==> config.mk <==
export PLATFORM = sky130hd
export DESIGN_NAME = mipi_csi2_capture_ctrl
export DESIGN_NICKNAME = d
export VERILOG_FILES = /design/src/rtl/mipi_csi2_pkg.sv /design/src/rtl/mipi_geom_meter.sv /design/src/rtl/mipi_csi2_capture_ctrl.sv
export SDC_FILE = /design/constraint.sdc
export NUM_CORES = 1
export LEC_CHECK = 0
export CAP_MARGIN = 20
export CORE_AREA = 2 2 104 146
export CTS_BUF_LIST = sky130_fd_sc_hd__clkbuf_4
export DETAILED_ROUTE_END_ITERATION = 8
export DIE_AREA = 0 0 106 148
export GPL_ROUTABILITY_DRIVEN = 0
export PLACE_DENSITY = 0.8
export SLEW_MARGIN = 10
export SYNTH_ARGS = -nofsm -noshare
export SYNTH_HDL_FRONTEND = slang
export SYNTH_SLANG_ARGS = --single-unit
export TNS_END_PERCENT = 100
==> constraint.sdc <==
create_clock -name img_clk -period 3.1 [get_ports img_clk]
set_input_delay 0.62 -clock img_clk [delete_from_list [all_inputs] [get_ports img_clk]]
set_output_delay 0.62 -clock img_clk [all_outputs]
set_load 0.05 [all_outputs]
==> src/rtl/mipi_csi2_pkg.sv <==
`default_nettype none
// ============================================================================
// Module      : mipi_csi2_pkg
// Description : Shared capture-controller state encoding and CSI-2 data types.
// Revision    : 1.0 - initial release
// ============================================================================
package mipi_csi2_pkg;

    typedef enum logic [1:0] {
        ST_IDLE    = 2'd0,
        ST_ARM     = 2'd1,
        ST_WAIT_FS = 2'd2,
        ST_FRAME   = 2'd3
    } state_t;

    // Data-type codes also decoded by the deserializer packet parser
    localparam logic [5:0] C_DT_FRAME_START = 6'h00;
    localparam logic [5:0] C_DT_FRAME_END   = 6'h01;
    localparam logic [5:0] C_DT_RAW8        = 6'h2a;
    localparam logic [5:0] C_DT_RAW10       = 6'h2b;

endpackage
`default_nettype wire

==> src/rtl/mipi_geom_meter.sv <==
`default_nettype none
// ============================================================================
// Module      : mipi_geom_meter
// Description : Counts dv pulses per line and lines per frame of a dv/lv/fv
//               stream; latches the geometry of the last completed line/frame.
// Revision    : 1.0 - initial release
// ============================================================================
module mipi_geom_meter #(
    parameter int CNT_W = 16
) (
    input  logic             img_clk,
    input  logic             resetb,
    input  logic             dv,
    input  logic             lv,
    input  logic             fv,
    input  logic             clear,
    input  logic             count_en,
    output logic             lv_fall,
    output logic             fv_fall,
    output logic [CNT_W-1:0] pixel_count,
    output logic [CNT_W-1:0] line_count,
    output logic [CNT_W-1:0] last_width,
    output logic [CNT_W-1:0] last_height
);

    logic             r_lv_q;
    logic             r_fv_q;
    logic [CNT_W-1:0] r_pix_cnt;
    logic [CNT_W-1:0] r_line_cnt;
    logic [CNT_W-1:0] r_last_width;
    logic [CNT_W-1:0] r_last_height;

    assign lv_fall     = r_lv_q & ~lv;
    assign fv_fall     = r_fv_q & ~fv;
    assign pixel_count = r_pix_cnt;
    assign line_count  = r_line_cnt;
    assign last_width  = r_last_width;
    assign last_height = r_last_height;

    always_ff @(posedge img_clk or negedge resetb) begin
        if (!resetb) begin
            r_lv_q        <= 1'b0;
            r_fv_q        <= 1'b0;
            r_pix_cnt     <= '0;
            r_line_cnt    <= '0;
            r_last_width  <= '0;
            r_last_height <= '0;
        end else begin
            // Edge history always tracks so the first fall after enabling is real
            r_lv_q <= lv;
            r_fv_q <= fv;
            if (clear) begin
                r_pix_cnt     <= '0;
                r_line_cnt    <= '0;
                r_last_width  <= '0;
                r_last_height <= '0;
            end else if (count_en) begin
                if (lv_fall) begin
                    r_last_width <= r_pix_cnt;
                    r_pix_cnt    <= '0;
                    r_line_cnt   <= r_line_cnt + CNT_W'(1);
                end else if (lv && dv) begin
                    r_pix_cnt <= r_pix_cnt + CNT_W'(1);
                end
                // A line ending in the same cycle as the frame still counts
                if (fv_fall) begin
                    r_last_height <= r_line_cnt + CNT_W'(lv_fall);
                    r_line_cnt    <= '0;
                    r_pix_cnt     <= '0;
                end
            end
        end
    end

endmodule
`default_nettype wire

==> src/rtl/mipi_csi2_capture_ctrl.sv <==
`default_nettype none
// ============================================================================
// Module      : mipi_csi2_capture_ctrl
// Description : Frame-capture sequencer: arms on a clean frame boundary, gates
//               whole frames downstream, counts frames and checks geometry.
// Revision    : 1.0 - initial release
// ============================================================================
module mipi_csi2_capture_ctrl
    import mipi_csi2_pkg::*;
#(
    parameter int CNT_W = 16,
    parameter int TO_W  = 24
) (
    input  logic             img_clk,
    input  logic             resetb,
    input  logic             start,
    input  logic             stop,
    input  logic             abort,
    input  logic [CNT_W-1:0] num_frames,
    input  logic [CNT_W-1:0] exp_width,
    input  logic [CNT_W-1:0] exp_height,
    input  logic [TO_W-1:0]  timeout_cycles,
    input  logic             des_dv,
    input  logic             des_lv,
    input  logic             des_fv,
    output logic             des_enable,
    output logic             cap_dv,
    output logic             cap_lv,
    output logic             cap_fv,
    output logic             busy,
    output logic             frame_done,
    output logic [CNT_W-1:0] frame_count,
    output logic [CNT_W-1:0] meas_width,
    output logic [CNT_W-1:0] meas_height,
    output logic             err_width,
    output logic             err_height,
    output logic             err_timeout
);

    state_t           r_state;
    logic             r_fv_q;
    logic             r_stop_pend;
    logic [TO_W-1:0]  r_to_cnt;
    logic             r_cap_dv;
    logic             r_cap_lv;
    logic             r_cap_fv;
    logic             r_frame_done;
    logic [CNT_W-1:0] r_frame_count;
    logic             r_err_width;
    logic             r_err_height;
    logic             r_err_timeout;

    logic             w_fs_rise;
    logic             w_count_en;
    logic             w_clear;
    logic             w_lv_fall;
    logic             w_fv_fall;
    logic [CNT_W-1:0] w_pix_cnt;
    logic [CNT_W-1:0] w_line_cnt;
    logic [CNT_W-1:0] w_lines;
    logic [CNT_W-1:0] w_fc_next;
    logic [TO_W-1:0]  w_to_next;
    logic             w_to_hit;
    logic             w_last_frame;

    assign w_fs_rise    = (r_state == ST_WAIT_FS) && des_fv && !r_fv_q;
    assign w_count_en   = (r_state == ST_FRAME);
    assign w_clear      = (r_state == ST_IDLE) && start && !abort;
    assign w_lines      = w_line_cnt + CNT_W'(w_lv_fall);
    assign w_fc_next    = r_frame_count + CNT_W'(1);
    assign w_to_next    = r_to_cnt + TO_W'(1);
    assign w_to_hit     = (timeout_cycles != '0) && (w_to_next == timeout_cycles);
    assign w_last_frame = stop || r_stop_pend ||
                          ((num_frames != '0) && (w_fc_next == num_frames));

    mipi_geom_meter #(
        .CNT_W (CNT_W)
    ) u_geom (
        .img_clk     (img_clk),
        .resetb      (resetb),
        .dv          (des_dv),
        .lv          (des_lv),
        .fv          (des_fv),
        .clear       (w_clear),
        .count_en    (w_count_en),
        .lv_fall     (w_lv_fall),
        .fv_fall     (w_fv_fall),
        .pixel_count (w_pix_cnt),
        .line_count  (w_line_cnt),
        .last_width  (meas_width),
        .last_height (meas_height)
    );

    always_ff @(posedge img_clk or negedge resetb) begin
        if (!resetb) begin
            r_state       <= ST_IDLE;
            r_fv_q        <= 1'b0;
            r_stop_pend   <= 1'b0;
            r_to_cnt      <= '0;
            r_cap_dv      <= 1'b0;
            r_cap_lv      <= 1'b0;
            r_cap_fv      <= 1'b0;
            r_frame_done  <= 1'b0;
            r_frame_count <= '0;
            r_err_width   <= 1'b0;
            r_err_height  <= 1'b0;
            r_err_timeout <= 1'b0;
        end else begin
            r_fv_q       <= des_fv;
            r_frame_done <= 1'b0;
            r_cap_dv     <= 1'b0;
            r_cap_lv     <= 1'b0;
            r_cap_fv     <= 1'b0;
            case (r_state)
                ST_IDLE: begin
                    if (w_clear) begin
                        r_state       <= ST_ARM;
                        r_frame_count <= '0;
                        r_err_width   <= 1'b0;
                        r_err_height  <= 1'b0;
                        r_err_timeout <= 1'b0;
                        r_to_cnt      <= '0;
                        r_stop_pend   <= 1'b0;
                    end
                end
                ST_ARM, ST_WAIT_FS: begin
                    if (abort || stop) begin
                        r_state     <= ST_IDLE;
                        r_stop_pend <= 1'b0;
                    end else if (w_to_hit) begin
                        r_err_timeout <= 1'b1;
                        r_state       <= ST_IDLE;
                    end else begin
                        r_to_cnt <= w_to_next;
                        if (r_state == ST_ARM) begin
                            if (!des_fv) begin
                                r_state <= ST_WAIT_FS;
                            end
                        end else if (w_fs_rise) begin
                            // The frame-start sample itself is forwarded
                            r_state  <= ST_FRAME;
                            r_to_cnt <= '0;
                            r_cap_dv <= des_dv;
                            r_cap_lv <= des_lv;
                            r_cap_fv <= des_fv;
                        end
                    end
                end
                ST_FRAME: begin
                    if (abort) begin
                        r_state     <= ST_IDLE;
                        r_stop_pend <= 1'b0;
                    end else begin
                        r_cap_dv <= des_dv;
                        r_cap_lv <= des_lv;
                        r_cap_fv <= des_fv;
                        if (stop) begin
                            r_stop_pend <= 1'b1;
                        end
                        if (w_lv_fall && (w_pix_cnt != exp_width)) begin
                            r_err_width <= 1'b1;
                        end
                        if (w_fv_fall) begin
                            if (w_lines != exp_height) begin
                                r_err_height <= 1'b1;
                            end
                            r_frame_done  <= 1'b1;
                            r_frame_count <= w_fc_next;
                            if (w_last_frame) begin
                                r_state     <= ST_IDLE;
                                r_stop_pend <= 1'b0;
                            end else begin
                                r_state <= ST_WAIT_FS;
                            end
                        end
                    end
                end
                default: r_state <= ST_IDLE;
            endcase
        end
    end

    assign busy        = (r_state != ST_IDLE);
    assign des_enable  = (r_state != ST_IDLE);
    assign cap_dv      = r_cap_dv;
    assign cap_lv      = r_cap_lv;
    assign cap_fv      = r_cap_fv;
    assign frame_done  = r_frame_done;
    assign frame_count = r_frame_count;
    assign err_width   = r_err_width;
    assign err_height  = r_err_height;
    assign err_timeout = r_err_timeout;

endmodule
`default_nettype wire

# ---- Word level (Yosys, flattened, before mapping)
# Index checks and enable logic that the tools add are counted.
dict set report classes {
  n_addsub 5
  n_eq_ne 19
  n_mux 73
  bitwise_logic 4
  n_reduce_logical 36
}
# cell count
set ops {}
lappend ops {{two-way mux 16 bit} 18}
lappend ops {{two-way mux 24 bit} 5}
lappend ops {{adder 16 x 1 -> 16 bit (second input constant)} 3}
lappend ops {{one-hot mux 24 bit (2 select lines)} 1}
lappend ops {{!= test 16 bit} 2}
lappend ops {{one-hot mux 16 bit (2 select lines)} 1}
lappend ops {{two-way mux 1 bit} 31}
lappend ops {{adder 24 x 1 -> 24 bit (second input constant)} 1}
lappend ops {{== test 24 bit} 1}
lappend ops {{nonzero test 24 bit} 1}
lappend ops {{AND reduction 4 bit} 5}
lappend ops {{two-way mux 2 bit} 9}
lappend ops {{adder 16 x 1 -> 16 bit} 1}
lappend ops {{== test 16 bit} 1}
lappend ops {{!= test 2 bit (second input constant)} 8}
lappend ops {{nonzero test 16 bit} 1}
lappend ops {{one-hot mux 1 bit (2 select lines)} 6}
lappend ops {{nonzero test 2 bit} 6}
lappend ops {{!= test 5 bit (second input constant)} 2}
lappend ops {{AND reduction 2 bit} 5}
lappend ops {{logical AND 1 bit} 8}
lappend ops {{one-hot mux 2 bit (3 select lines)} 1}
lappend ops {{AND reduction 5 bit} 1}
lappend ops {{== test 2 bit (second input constant)} 2}
lappend ops {{other kinds (12)} 17}
dict set report word_totals {
  ff_bits 116
  out_inout_bits 57
  word_cells 154
}

# ---- Logic depth before layout (Yosys ltp)
# Gate-level depths: netlist of the first run.
dict set report logic_depth {
  word_depth 8
  ltp_mapped 12
}

# ---- Cells and area by module
# Synthesis of the first run repeated with hierarchy kept, for this count alone.
dict set report unflattened {
  cells_unflattened 931
  hier_area_um2 8126.5
}
# mod n_inst cells_each area_per_inst_um2 seq_area_each_um2
set by_module_without_submodules {}
lappend by_module_without_submodules {mipi_csi2_capture_ctrl 1 577 4795.8 1276.2}
lappend by_module_without_submodules {mipi_geom_meter 1 354 3330.7 1651.6}

# ---- Worst setup path after synthesis of the first run
# Ideal clock, no wire load.
dict set report synth_path {
  path_kind {register to register}
  from {reg r_frame_count[2] (netlist: frame_count[2])}
  to {reg r_state[1]}
  setup_time_ns 0.133
  arrival_ns 2.972
  setup_slack_ns -0.004
  stages_incl_launch_ff 10
  period_less_slack_ns 3.104
  path_cell_list {dfrtp_1 -> clkbuf_2 -> nand3_1 -> nor4_4 -> nand3_2 -> or4b_1 -> a31o_2 -> a2111oi_0 -> a2bb2oi_1 -> o22ai_1}
}
dict set report synth_via {
  elab_chain_len 8
}
# element line
set synth_lines {}
lappend synth_lines {{start: declaration} mipi_csi2_capture_ctrl.sv:48} ;# logic [CNT_W-1:0] r_frame_count;
lappend synth_lines {{start signal: assignment} mipi_csi2_capture_ctrl.sv:168} ;# r_frame_count <= w_fc_next;
lappend synth_lines {{adder 16 x 1 -> 16 bit} mipi_csi2_capture_ctrl.sv:70} ;# assign w_fc_next = r_frame_count + CNT_W'(1);
lappend synth_lines {{== test 16 bit} mipi_csi2_capture_ctrl.sv:74} ;# ((num_frames != '0) && (w_fc_next == num_frames));
lappend synth_lines {{logical AND 1 bit} mipi_csi2_capture_ctrl.sv:74}
lappend synth_lines {{logical OR 1 bit} mipi_csi2_capture_ctrl.sv:73} ;# assign w_last_frame = stop || r_stop_pend ||
lappend synth_lines {{two-way mux 2 bit} mipi_csi2_capture_ctrl.sv:169} ;# if (w_last_frame) begin
lappend synth_lines {{two-way mux 2 bit} mipi_csi2_capture_ctrl.sv:163} ;# if (w_fv_fall) begin
lappend synth_lines {{two-way mux 2 bit} mipi_csi2_capture_ctrl.sv:150} ;# if (abort) begin
lappend synth_lines {{one-hot mux 2 bit (3 select lines)} mipi_csi2_capture_ctrl.sv:114} ;# case (r_state)
lappend synth_lines {{end signal: assignment} mipi_csi2_capture_ctrl.sv:117} ;# r_state <= ST_ARM;
lappend synth_lines {{end signal: assignment} mipi_csi2_capture_ctrl.sv:151} ;# r_state <= ST_IDLE;
lappend synth_lines {{end signal: assignment} mipi_csi2_capture_ctrl.sv:170} ;# r_state <= ST_IDLE;
lappend synth_lines {{end: declaration} mipi_csi2_capture_ctrl.sv:40} ;# state_t r_state;
# Every way passes these cells. The select of a mux whose other input is x is not followed.
# A chain may end at the register's enable or synchronous reset.

# ---- Final worst setup path of the first run
dict set report layout_path {
  from {in des_lv}
  to {reg r_err_height (netlist: err_height)}
}
dict set report layout_via {
  elab_chain_len 6
}
# element line
set layout_lines {}
lappend layout_lines {{start: declaration} mipi_csi2_capture_ctrl.sv:24} ;# input logic des_lv,
lappend layout_lines {{inverter 1 bit} mipi_geom_meter.sv:33} ;# assign lv_fall = r_lv_q & ~lv;
lappend layout_lines {{AND 1 bit} mipi_geom_meter.sv:33}
lappend layout_lines {{adder 16 x 1 -> 16 bit} mipi_csi2_capture_ctrl.sv:69} ;# assign w_lines = w_line_cnt + CNT_W'(w_lv_fall);
lappend layout_lines {{!= test 16 bit} mipi_csi2_capture_ctrl.sv:164} ;# if (w_lines != exp_height) begin
lappend layout_lines {{!= test 2 bit (no source line)} --}
lappend layout_lines {{AND reduction 5 bit (no source line)} --}
lappend layout_lines {{end signal: assignment} mipi_csi2_capture_ctrl.sv:106} ;# r_err_height <= 1'b0;
lappend layout_lines {{end signal: assignment} mipi_csi2_capture_ctrl.sv:120} ;# r_err_height <= 1'b0;
lappend layout_lines {{end signal: assignment} mipi_csi2_capture_ctrl.sv:165} ;# r_err_height <= 1'b1;
lappend layout_lines {{end: declaration} mipi_csi2_capture_ctrl.sv:50} ;# logic r_err_height;
# Every way passes these cells.

==> flow_metrics.py, run 1 <==
metrics = {
    "die": {
        "io_pins": 137,
        "die_w_um": 106,
        "coreArea_mm2": 0.0144,
        "initial_core_util_pct": 52.7,
        "die_h_um": 148,
        "num_rows": 52,
        "dieArea_mm2": 0.0157,
    },
    "synth": {
        "syn_nets": 946,
        "yosys.area_share.adder_pct": 1.82,
        "synth-compound-area-share_pct": 17.2,
        "synthFlopType": "dfrtp_1",
        "ys_seq_area_share_pct": 38.3,
        "synthCells": 855,
        "synthDistinctLibCells": 64,
        "synth_top_area_share_pct": 38.3,
        "ys_ff_latch": 116,
        "yosys.area_share.simple_pct": 23.7,
        "yosysWarningCount": 0,
        "synth_area_leaders": "dfrtp_1, xnor2_1, xor2_1",
        "synth_xor_area_share_pct": 14.0,
        "yosysTopAreaCell": "dfrtp_1",
        "synthMuxAreaShare_pct": 1.22,
        "synth_top_family_by_area": "simple AND/OR/NAND/NOR gates",
        "synth_edf_count": 0,
        "synthesis.area_mm2": 0.00758,
        "synth_area_per_cell_um2": 8.87,
        "async_flop_share_pct": 100,
    },
    "pwr": {
        "ir_drop_mv": 0.595,
        "power_mw": 5.08,
        "leakagePower_nw": 4.14,
        "power-per-cell-area_mw_per_mm2": 509,
    },
    "routing": {
        "drtPass1Iterations": 6,
        "drt_iter0_markers": 444,
        "antenna_left": 0,
        "routedWlPerCell_um": 17.8,
        "wirelength_mm": 22.2,
        "vias": 7510,
        "vias_per_cell": 6.04,
        "drc": 0,
    },
    "timing": {
        "setup_viol": 0,
        "tightest_slew_ps": 672,
        "slew_headroom_pct": 54.8,
        "clock.fmax_mhz": 336,
        "maxSlewViolCount": 0,
        "fin_crit_ps": 2980,
        "clock_skew_ps": 22.7,
        "min_period_over_period_pct": 96.1,
        "hold_viol_final": 0,
        "whs_ps": 134,
    },
    "cells_and_area": {
        "stdcell_area_mm2": 0.00997,
        "nets": 1132,
        "drive_gt1_share_pct": 13.4,
        "mostFrequentLayoutCell": "clkdlybuf4s50_1",
        "fin_cells": 1244,
        "area.growth.synth_to_final_pct": 31.6,
        "nFillCells": 1152,
        "final_util_pct": 69.4,
        "layout_common_cells": "clkdlybuf4s50_1, dfrtp_1, buf_4",
    },
    "grt": {
        "grt_usage_pct": 28.2,
        "antenna_found_initial": 1,
        "grt_max_degree": 66,
        "grt_overflow_total": 0,
        "grt_pass1_wl_mm": 35.6,
        "grt_pass1_vias": 7427,
    },
    "placement": {
        "dp.cells": 1210,
        "placed_area_mm2": 0.00958,
        "dp_hpwl_mm": 16.5,
        "portBuffers": 136,
    },
    "clock_network": {
        "htreeDepth": 4,
        "worst_skew_pair.late_latency_ps": 520,
        "clk_pin_slew_ps": 130,
        "clock_sinks": 116,
        "cts_root_buf": "clkbuf_4",
        "cts_tree": "yes",
        "cts_buffer_depth": 2,
        "cts_inserted_buffers": 17,
        "cts_hold_buf": 0,
    },
    "worst_setup_path": {
        "required_ps": 3500,
        "worstPathMaxFanout": 3,
        "path_class": "in -> reg",
        "crit_arrival_ps": 3380,
        "r2r_start": "r_to_cnt[0]",
        "crit_chain": "clkdlybuf4s50_1 > nand2b_1 > inv_1 > ha_1 > ha_2 > buf_4 > xor2_2 > xnor2_1 > nand4_1 > nor4_2 > nand4_1 > o31ai_2 > mux2_4",
        "end_kind": "register",
        "start_kind": "primary input",
        "cpPeakStageDelay_ps": 470,
        "r2r_cells": 10,
        "crit_path_frequent_cell": "nand4_1",
        "rrSetupSlack_ps": 150,
        "slowest_stage": "clkdlybuf4s50_1",
        "r2r-end": "r_to_cnt[6]",
    },
    "run": {
        "maxCapViolCount": 0,
    },
    "min_path": {
        "worstHoldPathType": "in -> async",
    },
    "status": {
        "status": "completed",
    },
}
## logic make-up (layout without fill, tap and decap cells)
| kind of cell | count (synthesis) | count (layout) |
|---|---|---|
| multiplexers | 9 | 9 |
| XOR/XNOR | 121 | 121 |
| flip-flops | 116 | 116 |
| buffers and inverters | 68 | 266 |
| AND/OR/NAND/NOR | 342 | 342 |
| adder cells (fa/ha/maj) | 11 | 11 |
| other | 0 | 1 |
| AO/OA/AOI/OAI | 188 | 189 |
## flip-flops by register name, summed over array words and instances, names as in the netlist, 2 cells and up
signal and count:
r_to_cnt 24, u_geom.pixel_count 16, u_geom.last_height 16, u_geom.last_width 16, r_state 2, u_geom.line_count 16, frame_count 16
## routing by layer
| layer | vias to the layer above | wire length [um] | track usage (%) |
|---|---|---|---|
| met3 | 58 | 1050 | 4.32 |
| met4 | 0 | 568 | 11.0 |
| met1 | 3657 | 8680 | 32.8 |
| met5 | - | 0 | 0 |
| met2 | 282 | 11900 | 51.8 |
| li1 | 3513 | - | - |
## Yosys cell counts (4+ instances only)
| library cell | instances |
|---|---|
| dfrtp_1 | 116 |
| nand2_1 | 76 |
| xnor2_1 | 75 |
| nor2_1 | 64 |
| o21ai_0 | 47 |
| nand3_1 | 46 |
| xor2_1 | 46 |
| a31oi_1 | 36 |
| clkbuf_1 | 31 |
| a22o_1 | 29 |
| nand4_1 | 26 |
| nor3_1 | 23 |
| nor4_1 | 22 |
| inv_1 | 20 |
| a21oi_1 | 17 |
| and3_1 | 14 |
| buf_2 | 11 |
| ha_1 | 11 |
| nor2b_1 | 11 |
| nand2b_1 | 10 |
| a21o_1 | 8 |
| a41oi_1 | 8 |
| and4_1 | 8 |
| or3_1 | 8 |
| mux2i_1 | 7 |
| nor3b_1 | 7 |
| o22ai_1 | 6 |
| o31ai_1 | 6 |
| or4_1 | 6 |
| a211oi_1 | 4 |
| and2_1 | 4 |
| nor3_2 | 4 |
## stage by stage
step	setup slack (ps)	TNS, ps
after floorplan	41.4	0
final	120	0
after global routing	-12.3	-12.3
after global placement	-360	-365
after detailed placement	-423	-519
after CTS	95.4	0
## layout make-up
cell class / instances / area, um^2 / share of cell area (%)
Antenna cell: 1 / 2.50 / 0.0251
Inverter: 20 / 75.1 / 0.753
Multi-Input combinational cell: 672 / 4450 / 44.6
Clock inverter: 14 / 201 / 2.02
Sequential cell: 116 / 2910 / 29.1
Tap cell: 189 / 236 / 2.37
Timing Repair Buffer: 214 / 1970 / 19.7
Clock buffer: 18 / 135 / 1.35
## worst max-delay path: cells and delay by family
kind	cells	cell delay, ps
buffers and inverters	3	670
XOR/XNOR	2	330
AND/OR/NAND/NOR	4	730
adder cells (fa/ha/maj)	2	420
AO/OA/AOI/OAI	1	290
multiplexers	1	330
## worst max path at each step
| stage | startpoint | to | slack (ps) | cells after the start |
|---|---|---|---|---|
| 6_report | des_lv | err_height | 120 | 13 |
| 3_3_place_gp | des_lv | err_height | -360 | 12 |
| 3_5_place_dp | des_lv | err_height | -420 | 13 |
| 2_1_floorplan | des_lv | err_height | 40 | 11 |
| 4_1_cts | r_to_cnt[0] | r_to_cnt[14] | 100 | 10 |
| 5_1_grt | des_lv | err_height | -10 | 13 |
## repair_timing
action                                  4_1_cts  5_1_grt
buffers inserted                              0        0
resized for setup                             0       11
endpoints found under the setup margin        0       22
## where the power goes
group	leakage (nW)	switching (mW)	internal [mW]
Clock	0.174	0.632	0.661
Combinational	2.38	1.21	0.761
Sequential	1.58	0.166	1.65
Total	4.14	2.01	3.07
Power figures use the tool's default switching activity.
==> inputs of run 2 (changes only) <==
--- a/config.mk
+++ b/config.mk
@@ -8,8 +8,10 @@
 export CAP_MARGIN = 20
-export CORE_AREA = 2 2 104 146
+export CELL_PAD_IN_SITES_DETAIL_PLACEMENT = 0
+export CELL_PAD_IN_SITES_GLOBAL_PLACEMENT = 1
+export CORE_AREA = 2 2 118 166
 export CTS_BUF_LIST = sky130_fd_sc_hd__clkbuf_4
 export DETAILED_ROUTE_END_ITERATION = 8
-export DIE_AREA = 0 0 106 148
+export DIE_AREA = 0 0 120 168
 export GPL_ROUTABILITY_DRIVEN = 0
-export PLACE_DENSITY = 0.8
+export PLACE_DENSITY_LB_ADDON = 0.1
 export SLEW_MARGIN = 10
--- a/constraint.sdc
+++ b/constraint.sdc
@@ -3,2 +3,2 @@
 set_output_delay 0.62 -clock img_clk [all_outputs]
-set_load 0.05 [all_outputs]
+set_load 0.005 [all_outputs]
==> run 2 against run 1 <==
Sequential share of layout area increased by 0.063 points. Core utilization down 17 points. Non-clock buffer count is 8 lower. Clock-buffer cell count is the same. Fmax is 1.4% higher. Register-to-register slack improved by 60 ps. First-iteration DRC count down 1.4%. Die area grew 29%. Design area fell by 0.30%. Critical path type unchanged. Largest power group is now registers.
==> flow_metrics.py, run 2 (synthesized netlist as in run 1, its figures left out) <==
metrics = {
    "status": {
        "status": "completed",
    },
    "timing": {
        "clock.fmax_mhz": 340,
        "hold_viol_final": 0,
        "setup_viol": 0,
        "tightest_slew_ps": 695,
        "fin_crit_ps": 2940,
        "rsz0062_at_grt": "false",
        "slew_headroom_pct": 53.3,
        "min_period_over_period_pct": 94.8,
        "clock_skew_ps": 24.6,
        "setup_tns_ps": 0,
        "maxSlewViolCount": 0,
    },
    "clock_network": {
        "clk_pin_slew_ps": 130,
        "cts_setup_buffers": 0,
        "cts_buffer_depth": 2,
        "cts_hold_buf": 0,
        "cts_inserted_buffers": 17,
        "cts_tree": "yes",
        "cts_root_buf": "clkbuf_4",
        "worst_skew_pair.late_latency_ps": 530,
        "clock_sinks": 116,
        "htreeDepth": 4,
    },
    "routing": {
        "drt_iter0_markers": 438,
        "drc": 0,
        "routedWlPerCell_um": 17.5,
        "vias": 7255,
        "wirelength_mm": 22.6,
        "antenna_left": 0,
        "drtPass1Iterations": 5,
        "vias_per_cell": 5.61,
    },
    "pwr": {
        "p_int_mw": 2.97,
        "pwr-share-comb_pct": 36.0,
        "p_sw_share_pct": 37.5,
        "power-per-cell-area_mw_per_mm2": 477,
        "netSwitchingPower_mw": 1.78,
        "p_clk_share_pct": 25.7,
        "ir_drop_mv": 0.352,
        "power_mw": 4.75,
        "seqPwrFrac_pct": 38.4,
        "leakagePower_nw": 4.08,
    },
    "worst_setup_path": {
        "start_kind": "primary input",
        "end_kind": "register",
        "worstPathMaxFanout": 6,
        "crit_chain": "dlygate4sd2_1 > nand2b_4 > inv_1 > ha_2 > ha_1 > nand3_2 > buf_4 > nor2_1 > xnor2_1 > xnor2_1 > nor4_2 > nand4_1 > o31ai_2 > mux2_1",
        "required_ps": 3510,
        "crit_arrival_ps": 3350,
        "cpPeakStageDelay_ps": 340,
        "path_class": "in -> reg",
        "crit_path_frequent_cell": "xnor2_1",
        "crit_family": "simple AND/OR/NAND/NOR gates",
        "slowest_stage": "mux2_1",
        "cp_num_buf_inv": 3,
    },
    "cells_and_area": {
        "largest_register_ffs": 24,
        "area.growth.synth_to_final_pct": 31.2,
        "nFillCells": 1782,
        "nets": 1123,
        "mostFrequentLayoutCell": "clkdlybuf4s50_1",
        "final_util_pct": 52.8,
        "largest_register": "r_to_cnt",
        "drive_gt1_share_pct": 12.4,
        "layout_common_cells": "clkdlybuf4s50_1, dfrtp_1, nand2_1",
        "seq_area_mm2": 0.00290,
        "fin_cells": 1294,
        "stdcell_area_mm2": 0.00994,
        "multi_input_area_mm2": 0.00444,
    },
    "placement": {
        "dp.cells": 1261,
        "placed_area_mm2": 0.00958,
        "dp_hpwl_mm": 17.1,
        "portBuffers": 136,
    },
    "grt": {
        "grt_max_degree": 117,
        "grt_usage_pct": 22.8,
        "antenna_found_initial": 1,
        "grt_pass1_vias": 7501,
        "grt_pass1_wl_mm": 37.2,
        "grt_overflow_total": 0,
    },
    "die": {
        "die_w_um": 120,
        "die_h_um": 168,
        "coreArea_mm2": 0.0188,
        "dieArea_mm2": 0.0202,
        "num_rows": 60,
        "io_pins": 137,
        "initial_core_util_pct": 40.2,
    },
    "run": {
        "maxCapViolCount": 0,
    },
    "min_path": {
        "worstHoldPathType": "in -> async",
    },
}
[run 2: cell types whose count changed in the layout (fill, tap and decap cells not counted), sizes merged]
| cell | delta |
|---|---|
| clkinv | +2 |
| clkinvlp | +1 |
| bufinv | -1 |
| buf | -8 |
| dlygate4sd2 | +1 |
| inv | -2 |
| o21a | -1 |
| clkdlybuf4s50 | -1 |
[run 2: worst paths after layout]
check / slack (ps) / startpoint / cells past startpoint / to
max: 160 / des_lv / 14 / err_height
min in group img_clk: 460 / des_lv / 1 / u_geom.r_lv_q
min: 130 / resetb / 2 / r_to_cnt[8]
max reg2reg: 210 / r_to_cnt[0] / 10 / r_to_cnt[5]
min reg2reg: 500 / u_geom.last_height[0] / 2 / u_geom.last_height[0]
max in group asynchronous: 2420 / resetb / 2 / frame_count[9]
[run 2: worst register-to-register path, cell delays in order, from the launching register on]
cell       delay (ps)
dfrtp_1           400
ha_1              220
buf_4             150
and3_1            190
and3_1            240
xnor2_1           180
a2111oi_1         350
nor4bb_1          340
nand4_2           180
o21a_4            340
a31oi_1           230
[run 2: power groups by stage]
| stage | clock, mW | combinational (mW) | sequential, mW |
|---|---|---|---|
| finish | 1.22 | 1.71 | 1.82 |
| global route | 1.32 | 1.88 | 1.85 |
| CTS | 1.26 | 1.71 | 1.82 |
| detailed placement | 0 | 1.69 | 1.85 |
| global placement | 0 | 1.66 | 1.84 |
| floorplan | 0 | 1.06 | 1.80 |
[run 2: cell type report]
type,count,share of cell area (%)
clock inverter,14,1.80
inverter,20,0.755
tap,248,3.12
clock buffer,18,1.36
antenna,1,0.0252
timing repair buffer,206,19.1
sequential,116,29.2
multi-input combinational,671,44.7
[run 2: stage by stage]
stage	hold WS (ps)	setup slack, ps
after detailed placement	464	-665
after floorplan	324	41.4
after CTS	131	72.4
after global routing	141	2.95
final	128	161
after global placement	460	-592
[run 2: what timing repair did]
| action | 4_1_cts | 5_1_grt |
|---|---|---|
| pin swaps | 2 | 0 |
| resized for setup | 9 | 4 |
| endpoints found under the setup margin | 2 | 30 |
[run 2: metal layers]
metal | track usage [%] | wire length [um]
met1 | 26.2 | 9310
met3 | 4.03 | 808
met2 | 41.1 | 11900
met4 | 10.0 | 642
met5 | 0 | 0
